===== src/rtl/mips_pkg.sv =====
// Shared definitions for the MIPS instruction-memory loader: loader states,
// instruction width and the default instruction-memory word-address width.
package mips_pkg;

    localparam int INSTR_W     = 32;
    localparam int IMEM_ADDR_W = 8;

    typedef enum logic [2:0] {
        IDLE,
        LEN_HI,
        LEN_LO,
        DATA,
        CHK,
        FIN,
        DONE,
        ERR
    } state_e;

endpackage


===== src/rtl/imem_loader_if.sv =====
// Byte-stream handshake plus instruction-memory write bus of the loader.
// The stream source and memory sink use master; the loader uses slave.
interface imem_loader_if #(
    parameter int ADDR_W = mips_pkg::IMEM_ADDR_W
);

    logic                        in_valid;
    logic [7:0]                  in_data;
    logic                        in_ready;
    logic                        mem_we;
    logic [ADDR_W-1:0]           mem_addr;
    logic [mips_pkg::INSTR_W-1:0] mem_wdata;

    modport master (
        output in_valid,
        output in_data,
        input  in_ready,
        input  mem_we,
        input  mem_addr,
        input  mem_wdata
    );

    modport slave (
        input  in_valid,
        input  in_data,
        output in_ready,
        output mem_we,
        output mem_addr,
        output mem_wdata
    );

endinterface


===== src/rtl/byte_packer.sv =====
// Shifts four accepted bytes big-endian into one 32-bit instruction word;
// word_valid is high in the cycle the fourth byte is accepted.
module byte_packer
    import mips_pkg::*;
(
    input  logic               clk,
    input  logic               rst,
    input  logic               clear,
    input  logic               byte_valid,
    input  logic [7:0]         byte_data,
    output logic               word_valid,
    output logic [INSTR_W-1:0] word
);

    logic [1:0]  count_q, count_d;
    logic [23:0] shift_q, shift_d;

    always_comb begin
        count_d = count_q;
        shift_d = shift_q;
        if (clear) begin
            count_d = '0;
            shift_d = '0;
        end else if (byte_valid) begin
            count_d = count_q + 2'd1;
            shift_d = {shift_q[15:0], byte_data};
        end
    end

    // The fourth byte is taken straight from the input so the word is
    // available in the same cycle it completes.
    assign word_valid = byte_valid && (count_q == 2'd3);
    assign word       = {shift_q, byte_data};

    always_ff @(posedge clk or negedge rst) begin
        if (!rst) begin
            count_q <= '0;
            shift_q <= '0;
        end else begin
            count_q <= count_d;
            shift_q <= shift_d;
        end
    end

endmodule


===== src/rtl/imem_loader.sv =====
// Loads a length-prefixed big-endian byte stream into instruction memory and
// holds the CPU in reset until done. Define IMEM_LOADER_CHECKSUM_EN for a trailing XOR checksum byte.
module imem_loader
    import mips_pkg::*;
#(
    parameter int ADDR_W = IMEM_ADDR_W,
    parameter int LEN_W  = 16
) (
    input  logic          clk,
    input  logic          rst,
    input  logic          start,
    imem_loader_if.slave  bus,
    output logic          cpu_hold,
    output logic          done,
    output logic          error,
    output logic          busy
);

    localparam logic [LEN_W:0] CAPACITY = {{LEN_W{1'b0}}, 1'b1} << ADDR_W;

    state_e             state_q, state_d;
    logic [LEN_W-1:0]   len_q, len_d;
    logic [LEN_W:0]     word_idx_q, word_idx_d;
    logic               mem_we_q, mem_we_d;
    logic [ADDR_W-1:0]  mem_addr_q, mem_addr_d;
    logic [INSTR_W-1:0] mem_wdata_q, mem_wdata_d;
`ifdef IMEM_LOADER_CHECKSUM_EN
    logic [7:0]         chk_q, chk_d;
`endif

    logic               in_ready;
    logic               fire;
    logic               start_ok;
    logic               word_valid;
    logic [INSTR_W-1:0] word;
    logic [LEN_W-1:0]   next_len;
    logic [LEN_W:0]     word_idx_inc;

    // in_ready is a pure state decode, so it never depends on in_valid.
    assign in_ready     = state_q inside {LEN_HI, LEN_LO, DATA, CHK};
    assign fire         = bus.in_valid && in_ready;
    assign start_ok     = start && (state_q inside {IDLE, DONE, ERR});
    assign next_len     = {len_q[LEN_W-9:0], bus.in_data};
    assign word_idx_inc = word_idx_q + 1'b1;

    byte_packer u_packer (
        .clk        (clk),
        .rst        (rst),
        .clear      (start_ok),
        .byte_valid (fire && (state_q == DATA)),
        .byte_data  (bus.in_data),
        .word_valid (word_valid),
        .word       (word)
    );

    always_comb begin
        state_d     = state_q;
        len_d       = len_q;
        word_idx_d  = word_idx_q;
        mem_we_d    = 1'b0;
        mem_addr_d  = mem_addr_q;
        mem_wdata_d = mem_wdata_q;
`ifdef IMEM_LOADER_CHECKSUM_EN
        chk_d       = chk_q;
`endif
        unique case (state_q)
            IDLE, DONE, ERR: begin
                if (start) begin
                    state_d    = LEN_HI;
                    len_d      = '0;
                    word_idx_d = '0;
                    mem_addr_d = '0;
`ifdef IMEM_LOADER_CHECKSUM_EN
                    chk_d      = '0;
`endif
                end
            end
            LEN_HI: begin
                if (fire) begin
                    len_d   = next_len;
                    state_d = LEN_LO;
                end
            end
            LEN_LO: begin
                if (fire) begin
                    len_d   = next_len;
                    state_d = ((next_len == '0) || ({1'b0, next_len} > CAPACITY)) ? ERR : DATA;
                end
            end
            DATA: begin
`ifdef IMEM_LOADER_CHECKSUM_EN
                if (fire) begin
                    chk_d = chk_q ^ bus.in_data;
                end
`endif
                // A completed word is registered here and strobed next cycle;
                // the header check guarantees the index fits the address.
                if (word_valid) begin
                    mem_we_d    = 1'b1;
                    mem_wdata_d = word;
                    mem_addr_d  = word_idx_q[ADDR_W-1:0];
                    word_idx_d  = word_idx_inc;
                    if (word_idx_inc == {1'b0, len_q}) begin
`ifdef IMEM_LOADER_CHECKSUM_EN
                        state_d = CHK;
`else
                        state_d = FIN;
`endif
                    end
                end
            end
`ifdef IMEM_LOADER_CHECKSUM_EN
            CHK: begin
                if (fire) begin
                    state_d = (bus.in_data == chk_q) ? FIN : ERR;
                end
            end
`endif
            FIN: begin
                state_d = DONE;
            end
            default: begin
                state_d = IDLE;
            end
        endcase
    end

    always_ff @(posedge clk or negedge rst) begin
        if (!rst) begin
            state_q     <= IDLE;
            len_q       <= '0;
            word_idx_q  <= '0;
            mem_we_q    <= 1'b0;
            mem_addr_q  <= '0;
            mem_wdata_q <= '0;
`ifdef IMEM_LOADER_CHECKSUM_EN
            chk_q       <= '0;
`endif
        end else begin
            state_q     <= state_d;
            len_q       <= len_d;
            word_idx_q  <= word_idx_d;
            mem_we_q    <= mem_we_d;
            mem_addr_q  <= mem_addr_d;
            mem_wdata_q <= mem_wdata_d;
`ifdef IMEM_LOADER_CHECKSUM_EN
            chk_q       <= chk_d;
`endif
        end
    end

    assign bus.in_ready  = in_ready;
    assign bus.mem_we    = mem_we_q;
    assign bus.mem_addr  = mem_addr_q;
    assign bus.mem_wdata = mem_wdata_q;

    // The CPU is released only by a completed load, starting in the FIN cycle.
    assign cpu_hold = !(state_q inside {FIN, DONE});
    assign done     = (state_q == FIN);
    assign error    = (state_q == ERR);
    assign busy     = !(state_q inside {IDLE, DONE, ERR});

endmodule


===== src/flat_wrapper.sv =====
// flat-port wrapper written by rule: the top's interface ports become plain ports
module imem_loader_flat import mips_pkg::*;
#(
    parameter int ADDR_W = IMEM_ADDR_W,
    parameter int LEN_W  = 16
)
  (clk, rst, start, cpu_hold, done, error, busy, bus_in_valid, bus_in_data, bus_in_ready, bus_mem_we, bus_mem_addr, bus_mem_wdata);
  imem_loader_if #(.ADDR_W(ADDR_W)) bus_i ();
  input  logic clk;
  input  logic rst;
  input  logic start;
  output logic cpu_hold;
  output logic done;
  output logic error;
  output logic busy;
  input wire logic [$bits(bus_i.in_valid)-1:0] bus_in_valid;
  input wire logic [$bits(bus_i.in_data)-1:0] bus_in_data;
  output wire logic [$bits(bus_i.in_ready)-1:0] bus_in_ready;
  output wire logic [$bits(bus_i.mem_we)-1:0] bus_mem_we;
  output wire logic [$bits(bus_i.mem_addr)-1:0] bus_mem_addr;
  output wire logic [$bits(bus_i.mem_wdata)-1:0] bus_mem_wdata;
  assign bus_i.in_valid = bus_in_valid;
  assign bus_i.in_data = bus_in_data;
  assign bus_in_ready = bus_i.in_ready;
  assign bus_mem_we = bus_i.mem_we;
  assign bus_mem_addr = bus_i.mem_addr;
  assign bus_mem_wdata = bus_i.mem_wdata;
  imem_loader #(.ADDR_W(ADDR_W), .LEN_W(LEN_W)) u_core (.clk(clk), .rst(rst), .start(start), .bus(bus_i), .cpu_hold(cpu_hold), .done(done), .error(error), .busy(busy));
endmodule

===== config.mk =====
export PLATFORM = sky130hd
export DESIGN_NAME = imem_loader_flat
export DESIGN_NICKNAME = d
export VERILOG_FILES = /design/src/rtl/mips_pkg.sv /design/src/rtl/imem_loader_if.sv /design/src/rtl/byte_packer.sv /design/src/rtl/imem_loader.sv /design/src/flat_wrapper.sv
export SDC_FILE = /design/constraint.sdc
export NUM_CORES = 1
export LEC_CHECK = 0
export CORE_MARGIN = 2
export CORE_UTILIZATION = 55
export CTS_CLUSTER_DIAMETER = 150
export DETAILED_ROUTE_END_ITERATION = 6
export MAX_ROUTING_LAYER = met4
export PLACE_DENSITY = 0.87
export SLEW_MARGIN = 15
export SYNTH_ARGS = -nofsm -noshare
export SYNTH_HDL_FRONTEND = slang
export SYNTH_HIERARCHICAL = 1
export SYNTH_SLANG_ARGS = --single-unit

===== constraint.sdc =====
create_clock -name clk -period 7.8 [get_ports clk]
set_clock_uncertainty 0.15 [all_clocks]
set_input_delay 0.78 -clock clk [delete_from_list [all_inputs] [get_ports clk]]
set_output_delay 0.78 -clock clk [all_outputs]
set_load 0.02 [all_outputs]

Word-level counts from Yosys, hierarchy flattened
Index checks and enable logic that the tools add are counted.

Add/sub/neg operators: 2. Order comparisons: 1. Equal/unequal tests: 15. Multiplexer cells: 22. Reductions and logical operators: 21.

Operators by type and width (number): 24-bit 2-to-1 mux (2); 17-bit 2-to-1 mux (2); 17-bit case mux with 2 select lines (1); 16-bit 2-to-1 mux (2); 16-bit case mux with 2 select lines (1); 3-bit 2-to-1 mux (6); 17-bit by 1-bit adder with 17-bit output (second input constant) (1); 17-bit by 16-bit == test with 1-bit output (1); 16-bit by 9-bit > comparator with 1-bit output (second input constant) (1); 16-bit zero test (1); 8-bit 2-to-1 mux (2); 8-bit case mux with 2 select lines (1); 3-bit case mux with 5 select lines (1); 3-bit == test (second input constant) (4); 2-bit nonzero test (4); 3-bit by 2-bit == test with 1-bit output (second input constant) (2); 2-bit by 1-bit inequality test with 1-bit output (second input constant) (3); 2-bit inequality test (second input constant) (3); 3-bit AND reduction (2); 5-bit AND reduction (1); 1-bit logical AND (4); 2-bit 2-to-1 mux (2); 4-bit nonzero test (1); 3-bit by 1-bit == test with 1-bit output (second input constant) (1); 10 further kinds (12).

Register bits after elaboration: 103. Input port bits: 12. Output and inout bits: 46. Logic and storage cells: 69.

Depth between registers and ports, before layout
Gate-level depths: netlist (run 1).

Depth in word-level cells: 7. Gate-level depth with buffers: 13. Depth with buffers taken out: 9.

Hierarchy
The synthesis (run 1) kept the hierarchy.

Modules (own cells, without submodules): imem_loader (instances 1, cells an instance 443, area an instance 3832.4 µm², seq. area each 1926.8 µm²); byte_packer (instances 1, cells an instance 94, area an instance 1153.6 µm², seq. area each 650.6 µm²).

Worst setup path before layout (run 1)
OpenSTA, ideal clock, no wires.

Path kind: reg2reg. From: register u_core.state_q[0]. To: register u_core.mem_wdata_q[13] (netlist: u_core/bus.mem_wdata[13]). Setup time: 0.065 ns. Arrival time: 2.336 ns. Data required time: 7.585 ns. Path slack: 5.248 ns. Stages on the path, launching flop included: 14. Buffers on the path: 5. Clock period less this slack: 2.552 ns. Cell sequence: dfrtp_1 > clkbuf_1 > nand2_1 > nor2_1 > and2_1 > buf_6 > buf_12 > and2_1 > nand2_1 > inv_1 > clkbuf_1 > buf_1 > nand2_1 > nand2_1.

Cells in the longest elaborated chain, start to end: 6. Elaborated cells on any way between the ends: 9.

RTL lines: start, declared (RTL line imem_loader.sv:21) `state_e state_q, state_d;`; start signal, assigned (RTL line imem_loader.sv:140) `state_q <= state_d;`; 3-bit by 1-bit == test with 1-bit output, or another cell as far along (RTL line imem_loader.sv:40) `assign in_ready = state_q inside {LEN_HI, LEN_LO, DATA, CHK};`; 4-bit nonzero test (RTL line imem_loader.sv:40); 1-bit logical AND (RTL line imem_loader.sv:41) `assign fire = bus.in_valid && in_ready;`; 1-bit logical AND (*) (RTL line imem_loader.sv:50) `.byte_valid (fire && (state_q == DATA)),`; 1-bit logical AND (*) (RTL line byte_packer.sv:32) `assign word_valid = byte_valid && (count_q == 2'd3);`; net u_core.word_valid (RTL line imem_loader.sv:34) `logic word_valid;`; 2-bit AND reduction (no source line) (*); end signal, assigned (RTL line imem_loader.sv:145) `mem_wdata_q <= mem_wdata_d;`; end, declared (RTL line imem_loader.sv:26) `logic [INSTR_W-1:0] mem_wdata_q, mem_wdata_d;`.

The timed path passes the listed nets; every way through them passes the cells marked *. A chain may end at the register's enable or synchronous reset.

Worst setup path in the final report (run 1)
From: register u_core.state_q[0]. To: register u_core.word_idx_q[10].

Cells in the longest elaborated chain, start to end: 7. Elaborated cells on any way between the ends: 17.

RTL lines: 3-bit by 1-bit == test with 1-bit output, or another cell as far along (RTL line imem_loader.sv:40); 4-bit nonzero test (RTL line imem_loader.sv:40); 1-bit logical AND (RTL line imem_loader.sv:41); 1-bit logical AND (*) (RTL line imem_loader.sv:50); 1-bit logical AND (*) (RTL line byte_packer.sv:32); net u_core.word_valid (RTL line imem_loader.sv:34); 2-bit inequality test (no source line) (*); 3-bit AND reduction (no source line) (*); end signal, assigned (RTL line imem_loader.sv:142) `word_idx_q <= word_idx_d;`; end, declared (RTL line imem_loader.sv:23) `logic [LEN_W:0] word_idx_q, word_idx_d;`.

Marks and branches as above.

==> metrics, run 1 <==
length of the first detailed-routing pass in iterations 7; area growth from synthesis to final layout 13.8%; global-route met3 utilization 3.79%; beginning of the worst register-to-register path u_core/state_q[0]; warnings from Yosys 6; buffer cell driving the clock tree root sky130_fd_sc_hd__clkbuf_8; cell total after placement about 670; half-perimeter wire length of the detailed placement result roughly 7500 microns; remaining antenna violation count 0; GR Util All Layers 24.1%; worst slew margin relative to its limit 22.8%; cells after synthesis approximately 540; IR Drop Worst-Case VDD around 0.22 mV; maximum number of pins on one net before global-route repair 63; worst skew pair latency ~370 ps; quantity of hold-fixing buffers added after cts 0; Inserted Diodes 0; TritonCTS sink count between 100 and 150; DIE WIDTH 99.2 microns; register-to-register setup slack between 4000 and 5000 ps; vias in the first global route approximately 4000; number of placement rows 34; final worst-path cycle share a little over two fifths; Starting Density between 50% and 60%; met1 track demand over resource 31.2%; first-pass GRT wire length approximately 19000 microns; total negative slack for setup checks 0 ps; Startpoint Class register; number of buffers on the longest clock path 2; critical path data required time between 7000 and 8000 ps; worst r2r path cells 11; final weighted congestion in routability-driven placement around 0.9; unrepaired setup endpoints after global routing no; DRT Wirelength between 10000 and 15000 microns; WP data arrival between 3000 and 4000 ps; number of storage elements in the synthesis netlist between 100 and 150; number of antenna violations at the first check in global routing 0; total of fill cells in the finished design approximately 690; Pleak roughly 2.6 nW; number of buffers added by the clock tree synthesis step 9; total via count in the routed design between 4000 and 5000; post-CTS setup buffer count 0; total power density per cell area 365 nW/um^2; final critical delay including setup and external delays between 3000 and 4000 ps; remaining routing DRC violations 0; portion of the post-synthesis area used by sequential elements 51.7%; Synth Cell Area approximately 5000 sq um; highest attainable clock frequency between 200 and 300 MHz; FF/Latch Area between 2000 and 3000 sq um; number of hold violations in the final report 0; number of ports placed on the die boundary 58; level count of the clock H-tree 3; Avg Vias per Cell about 5.9; max-cap check violation count 0; Synth async-reset ratio 100%; die height around 99 microns; Worst Hold Class primary input to asynchronous set/reset pin; met2 GRT Util 38.1%; number of distinct library cells after synthesis between 50 and 60; worst setup path class register to register; result of the run finished clean; Max Transition Viols Final 0; most congested layer reported by global routing met2; starting DRC count in detailed routing between 300 and 400; share of layout cells above drive strength 1 under 10%; number of flops mapped to enable cells by yosys 0; CTS tree built; dominant synthesized flop cell sky130_fd_sc_hd__dfrtp_1; number of nets produced by synthesis 551; I/O Buffers between 50 and 60; count of cells resized by post-cts repair 0; average size of a mapped cell 9.28 sq um; top fanout value on the critical path between 50 and 60; kind of end point of the critical path register; GRT Residual Overflow 0; core area 8760 sq um; clock slew at the register clock pins of the worst setup and hold paths ~100 ps; Routed WL per cell roughly 16 microns; final setup fails 0; capture instance of the worst register-to-register path u_core/word_idx_q[10]; final standard cell count with taps included and fillers excluded around 700; slew at the pin closest to its max-slew limit ~1200 ps; final layout net count roughly 580; total area of multi-input combinational cells about 2100 sq um; DIE AREA roughly 9800 sq um
-- report_power, final --
group	switching [mW]	internal [mW]	total, mW	leakage (nW)
logic	0.479	0.375	0.854	1.16
registers	0.166	0.724	0.890	1.34
clock network	0.199	0.125	0.324	0.0957
-- worst max path at each step --
stage	start	endpoint	slack, ps	cells past startpoint
2_1_floorplan	u_core/state_q[0]	u_core/bus.mem_wdata[13]	5250	13
3_3_place_gp	bus_in_valid	u_core/word_idx_q[10]	4180	10
3_5_place_dp	bus_in_valid	u_core/word_idx_q[10]	4030	10
4_1_cts	u_core/state_q[0]	u_core/word_idx_q[10]	4410	11
5_1_grt	u_core/state_q[0]	u_core/word_idx_q[10]	4100	11
6_report	u_core/state_q[0]	u_core/word_idx_q[10]	4380	11
-- cells in the mapped netlist (2+ instances only) --
library cell	count	area, sq um
sky130_fd_sc_hd__nand2_1	147	552
sky130_fd_sc_hd__a31oi_1	4	25.0
sky130_fd_sc_hd__and3_1	6	37.5
sky130_fd_sc_hd__buf_12	2	40.0
sky130_fd_sc_hd__dfrtp_1	103	2580
sky130_fd_sc_hd__nor4_1	6	37.5
sky130_fd_sc_hd__clkbuf_1	21	78.8
sky130_fd_sc_hd__mux2i_1	28	280
sky130_fd_sc_hd__and2_1	3	18.8
sky130_fd_sc_hd__nand4_1	10	62.6
sky130_fd_sc_hd__xor2_1	10	87.6
sky130_fd_sc_hd__a21oi_1	7	35.0
sky130_fd_sc_hd__and4_1	2	17.5
sky130_fd_sc_hd__nand3_1	6	30.0
sky130_fd_sc_hd__nand3_2	2	20.0
sky130_fd_sc_hd__inv_1	5	18.8
sky130_fd_sc_hd__buf_2	8	40.0
sky130_fd_sc_hd__nor2_1	44	165
sky130_fd_sc_hd__a22o_1	11	96.3
sky130_fd_sc_hd__nand2b_1	3	18.8
sky130_fd_sc_hd__o21ai_0	44	220
sky130_fd_sc_hd__ha_1	2	25.0
sky130_fd_sc_hd__o21a_1	4	30.0
sky130_fd_sc_hd__xnor2_1	11	96.3
sky130_fd_sc_hd__o31ai_1	7	52.6
sky130_fd_sc_hd__nor3_1	4	20.0
sky130_fd_sc_hd__a211oi_1	2	15.0
sky130_fd_sc_hd__nor3b_1	2	15.0
sky130_fd_sc_hd__o41ai_1	2	17.5
sky130_fd_sc_hd__buf_4	10	75.1
-- per-stage QoR --
step	setup slack [ps]	power, mW	instance area (sq um)	hold slack [ps]	util (%)
2_1_floorplan	5250	1.44	4990	288	-
3_3_place_gp	4180	1.71	5490	313	62.6
3_5_place_dp	4030	1.75	5490	311	62.6
4_1_cts	4410	2.08	5670	250	64.7
5_1_grt	4100	2.21	5670	263	64.7
6_report	4380	2.07	5670	228	64.7
-- cells by family after synthesis --
group	synth area share, %
mux	5.62
buf+inv	5.37
flops	51.7
simple gates	21.2
fa+ha+maj	0.502
xor+xnor	3.69
compound gates	11.9
-- placed cells by master, fill, tap and decap left out, types with 4 or more instances in the layout --
cell type and instances:
sky130_fd_sc_hd__nor3_1 4, sky130_fd_sc_hd__o31ai_1 7, sky130_fd_sc_hd__inv_1 5, sky130_fd_sc_hd__a22o_1 11
sky130_fd_sc_hd__o21ai_0 44, sky130_fd_sc_hd__mux2i_1 28, sky130_fd_sc_hd__clkdlybuf4s50_1 56, sky130_fd_sc_hd__nor4_1 6
sky130_fd_sc_hd__xnor2_1 11, sky130_fd_sc_hd__a21oi_1 7, sky130_fd_sc_hd__clkbuf_8 9, sky130_fd_sc_hd__xor2_1 10
sky130_fd_sc_hd__dfrtp_1 103, sky130_fd_sc_hd__nand2_1 147, sky130_fd_sc_hd__and3_1 6, sky130_fd_sc_hd__nand4_1 10
sky130_fd_sc_hd__nor2_1 43, sky130_fd_sc_hd__a31oi_1 4, sky130_fd_sc_hd__o21a_1 4, sky130_fd_sc_hd__buf_4 7
sky130_fd_sc_hd__nand3_1 6
-- layer usage --
metal | wire length [microns] | vias to the layer above
li1 | - | 1882
met1 | 4690 | 1925
met2 | 5530 | 159
met3 | 586 | 38
met4 | 319 | 0
met5 | 0 | -
-- flip-flops by register name, indices dropped and copies added, names as in the netlist --
register and flops:
u_core/bus.mem_wdata 32, u_core/len_q 16, u_core/state_q 3, u_core/bus.mem_we 1, u_core/word_idx_q 17, u_core/bus.mem_addr 8, u_core/u_packer/shift_q 24, u_core/u_packer/count_q 2
-- layout make-up --
class,instances,share of cell area (%)
repair buffers,63,10.8
clock inverters,6,1.01
inverters,5,0.331
well taps,108,2.38
flip-flops and latches,103,45.4
multi-input cells,386,37.8
clock buffers,10,2.25
-- worst max-delay path: stages (launching register included) --
cell and delay, ps:
sky130_fd_sc_hd__dfrtp_1 640, sky130_fd_sc_hd__nand2_1 100, sky130_fd_sc_hd__nor2_1 260, sky130_fd_sc_hd__and2_1 180
sky130_fd_sc_hd__buf_4 380, sky130_fd_sc_hd__and2_1 320, sky130_fd_sc_hd__nand2_1 90, sky130_fd_sc_hd__buf_4 290
sky130_fd_sc_hd__inv_1 130, sky130_fd_sc_hd__buf_4 430, sky130_fd_sc_hd__nand2_1 130, sky130_fd_sc_hd__o31ai_1 210
Note: power is estimated with default switching activity, not from simulation.
==> run 2: changes to the inputs <==
==> constraint.sdc (replaced) <==
create_clock -name clk -period 3.2 [get_ports clk]
set_clock_uncertainty 0.15 [all_clocks]
set_input_delay 0.32 -clock clk [delete_from_list [all_inputs] [get_ports clk]]
set_output_delay 0.32 -clock clk [all_outputs]
set_load 0.02 [all_outputs]
==> run 2 against run 1 <==
Net effect: global-route usage grew 0.89 points; utilization grew 0.87 points; die area stayed put; total power is 150% higher; wire length increased by 1.5%; sequential power increased by 140%; clock power increased by 150%; register-to-register slack got worse by 4100 ps; via count fell by 1.9%; combinational power rose to 2.5 times the previous value; critical path type unchanged; highest routed layer unchanged.
==> metrics, run 2 (same netlist as run 1, synthesis figures left out) <==
worst hold path depth 2; buffer cell driving the clock tree root sky130_fd_sc_hd__clkbuf_8; delay of the slowest cell on the worst path 570 ps (-70 ps); unrepaired setup endpoints after global routing no; count of cells resized by post-cts repair 0 (unchanged); Worst Hold Class register to register; vias in the first global route 3848 (-1.6%); top fanout value on the critical path 8 (-85%); Inserted Diodes 0 (unchanged); slew at the pin closest to its max-slew limit 885 ps (-271 ps); core area 8760 sq um (unchanged); number of buffers added by the clock tree synthesis step 9 (unchanged); CTS tree built; TritonCTS sink count 103 (unchanged); final design utilization 65.6% (+0.87 points); final critical delay including setup and external delays 2910 ps (-510 ps); final setup fails 0 (unchanged); Worst Min Path Start u_core/bus.mem_wdata[28]; register-to-register setup slack 290 ps (-4090 ps); DIE WIDTH 99.2 microns (unchanged); GR Util All Layers 25.0% (+0.89 points); I/O Buffers 57 (unchanged); highest attainable clock frequency 343 MHz (+18%); ordered cell list for the critical path ha_1 -> nand4_1 -> nor4_1 -> xor2_1 -> a221o_1 -> or4_1 -> o21a_1; endpoint of the worst hold path u_core/bus.mem_wdata[28]; first-pass GRT wire length 19100 microns (+2.6%); worst r2r path cells 7 (-4); top library cells by usage in the layout, fill and taps aside sky130_fd_sc_hd__nand2_1, sky130_fd_sc_hd__dfrtp_1, sky130_fd_sc_hd__clkdlybuf4s50_1; Max Transition Viols Final 0 (unchanged); total power density per cell area 891 nW/um^2 (+140%); max-cap check violation count 0 (unchanged); level count of the clock H-tree 3 (unchanged); beginning of the critical path u_core/word_idx_q[0]; GRT Residual Overflow 0 (unchanged); maximum number of pins on one net before global-route repair 70 (+11%); number of hold violations in the final report 0 (unchanged); Avg Vias per Cell 5.71 (-2.9%); worst skew pair latency 360 ps (about the same); final weighted congestion in routability-driven placement 0.930 (+3.2%); DRT Wirelength 11300 microns (+1.5%); worst path setup slack after routing 288 ps (-4090 ps); final standard cell count with taps included and fillers excluded 688 (+1.0%); total of fill cells in the finished design 674 (-1.7%); Buf/Inv on CP 0 (-4); Pleak 2.63 nW (+1.7%); WP data arrival 3020 ps (-530 ps); remaining antenna violation count 0 (unchanged); die height 99.2 microns (unchanged); Starting Density 56.9% (unchanged); worst setup path class register to register; beginning of the worst register-to-register path u_core/word_idx_q[0]; slowest stage cell, crit path sky130_fd_sc_hd__or4_1; cell total after placement 671 (+0.90%); total negative slack for setup checks 0 ps (unchanged); kind of end point of the critical path register; worst slew margin relative to its limit 41.0% (+18 points); number of flip-flops under the largest register name 32 (unchanged); Startpoint Class register; critical path data required time 3310 ps (-4620 ps); worst hold-check slack 333 ps (+105 ps); half-perimeter wire length of the detailed placement result 7630 microns (+1.9%); share of layout cells above drive strength 1 6.38% (+1.1 points); Place WS 337 ps (-3690 ps); area growth from synthesis to final layout 15.3%; remaining routing DRC violations 0 (unchanged); IR Drop Worst-Case VDD 0.608 mV (+180%); family of cells with the greatest summed delay on the critical path simple AND/OR/NAND/NOR gates; DIE AREA 9840 sq um (unchanged); starting DRC count in detailed routing 247 (-28%); capture instance of the worst register-to-register path u_core/state_q[1]; number of placement rows 34 (unchanged); leading cell type in the layout, fill and taps excluded sky130_fd_sc_hd__nand2_1; number of buffers on the longest clock path 2 (unchanged); total via count in the routed design 3929 (-1.9%); final worst-path cycle share 91.0% (+47 points); number of antenna violations at the first check in global routing 0 (unchanged); clock slew at the register clock pins of the worst setup and hold paths 110 ps (about the same); Routed WL per cell 16.4 microns (+0.44%); final layout net count 589 (+1.2%); result of the run finished clean; number of ports placed on the die boundary 58 (unchanged); length of the first detailed-routing pass in iterations 5 (-2)
[run 2: cell types whose count changed in the layout (fill, tap and decap cells not counted), sizes merged]
cell / delta
buf: +6
dlygate4sd3: +1
clkbuf: -1
clkinv: +1
[run 2: how the worst max path moves through the flow]
stage                                    end  slack (ps)  cells after the start
floorplan           u_core/bus.mem_wdata[13]         650                     13
global placement           u_core/state_q[1]         400                      7
detailed placement         u_core/state_q[1]         340                      7
CTS                        u_core/state_q[1]         290                      7
global route               u_core/state_q[1]          80                      7
finish                     u_core/state_q[1]         290                      7
[run 2: final cells by class]
cell class	instances	area [sq um]	area share, %
clock buffer	9	124	2.15
clock inverter	7	70.1	1.22
inverter	5	18.8	0.326
multi-input combinational	386	2140	37.3
sequential	103	2580	44.8
tap	108	135	2.35
timing repair buffer	70	681	11.8
[run 2: worst register-to-register path, delay by kind of cell, from the launching register on]
kind / cells / cell delay [ps]
flops: 1 / 480
compound gates: 2 / 490
fa+ha+maj: 1 / 310
xor+xnor: 1 / 150
simple gates: 3 / 1230
[run 2: where the power goes]
part           total, mW  leakage [nW]  switching, mW  internal, mW
clock network      0.800         0.101          0.492         0.308
logic               2.16          1.19           1.21         0.954
registers           2.16          1.34          0.395          1.76
total               5.12          2.63           2.09          3.03
[run 2: metal layers]
| metal | wire [microns] | vias up | GRT usage, % |
|---|---|---|---|
| li1 | - | 1894 | - |
| met1 | 5020 | 1905 | 32.4 |
| met2 | 5550 | 109 | 40.7 |
| met3 | 542 | 21 | 4.01 |
| met4 | 178 | 0 | 8.11 |
| met5 | 0 | - | - |
[run 2: metrics by stage]
step | power, mW | instance area [sq um]
floorplan | 3.52 | 4990
global placement | 4.25 | 5550
detailed placement | 4.33 | 5550
CTS | 5.15 | 5750
global route | 5.45 | 5750
finish | 5.12 | 5750
[run 2: repair_timing]
action | 4_1_cts | 5_1_grt
hold buffers | 1 | 0
setup endpoints to repair | 0 | 0
hold endpoints to repair | 68 | 0
buffers inserted | 0 | 0
==> run 3: changes to the inputs <==
--- a/config.mk
+++ b/config.mk
@@ -5,6 +5,7 @@
 export SDC_FILE = /design/constraint.sdc
 export NUM_CORES = 1
 export LEC_CHECK = 0
+export ABC_CLOCK_PERIOD_IN_PS = 3200
 export CORE_MARGIN = 2
 export CORE_UTILIZATION = 55
 export CTS_CLUSTER_DIAMETER = 150
==> results of run 3 <==
No change in the layout: final DEF, timing and power equal those of run 2.
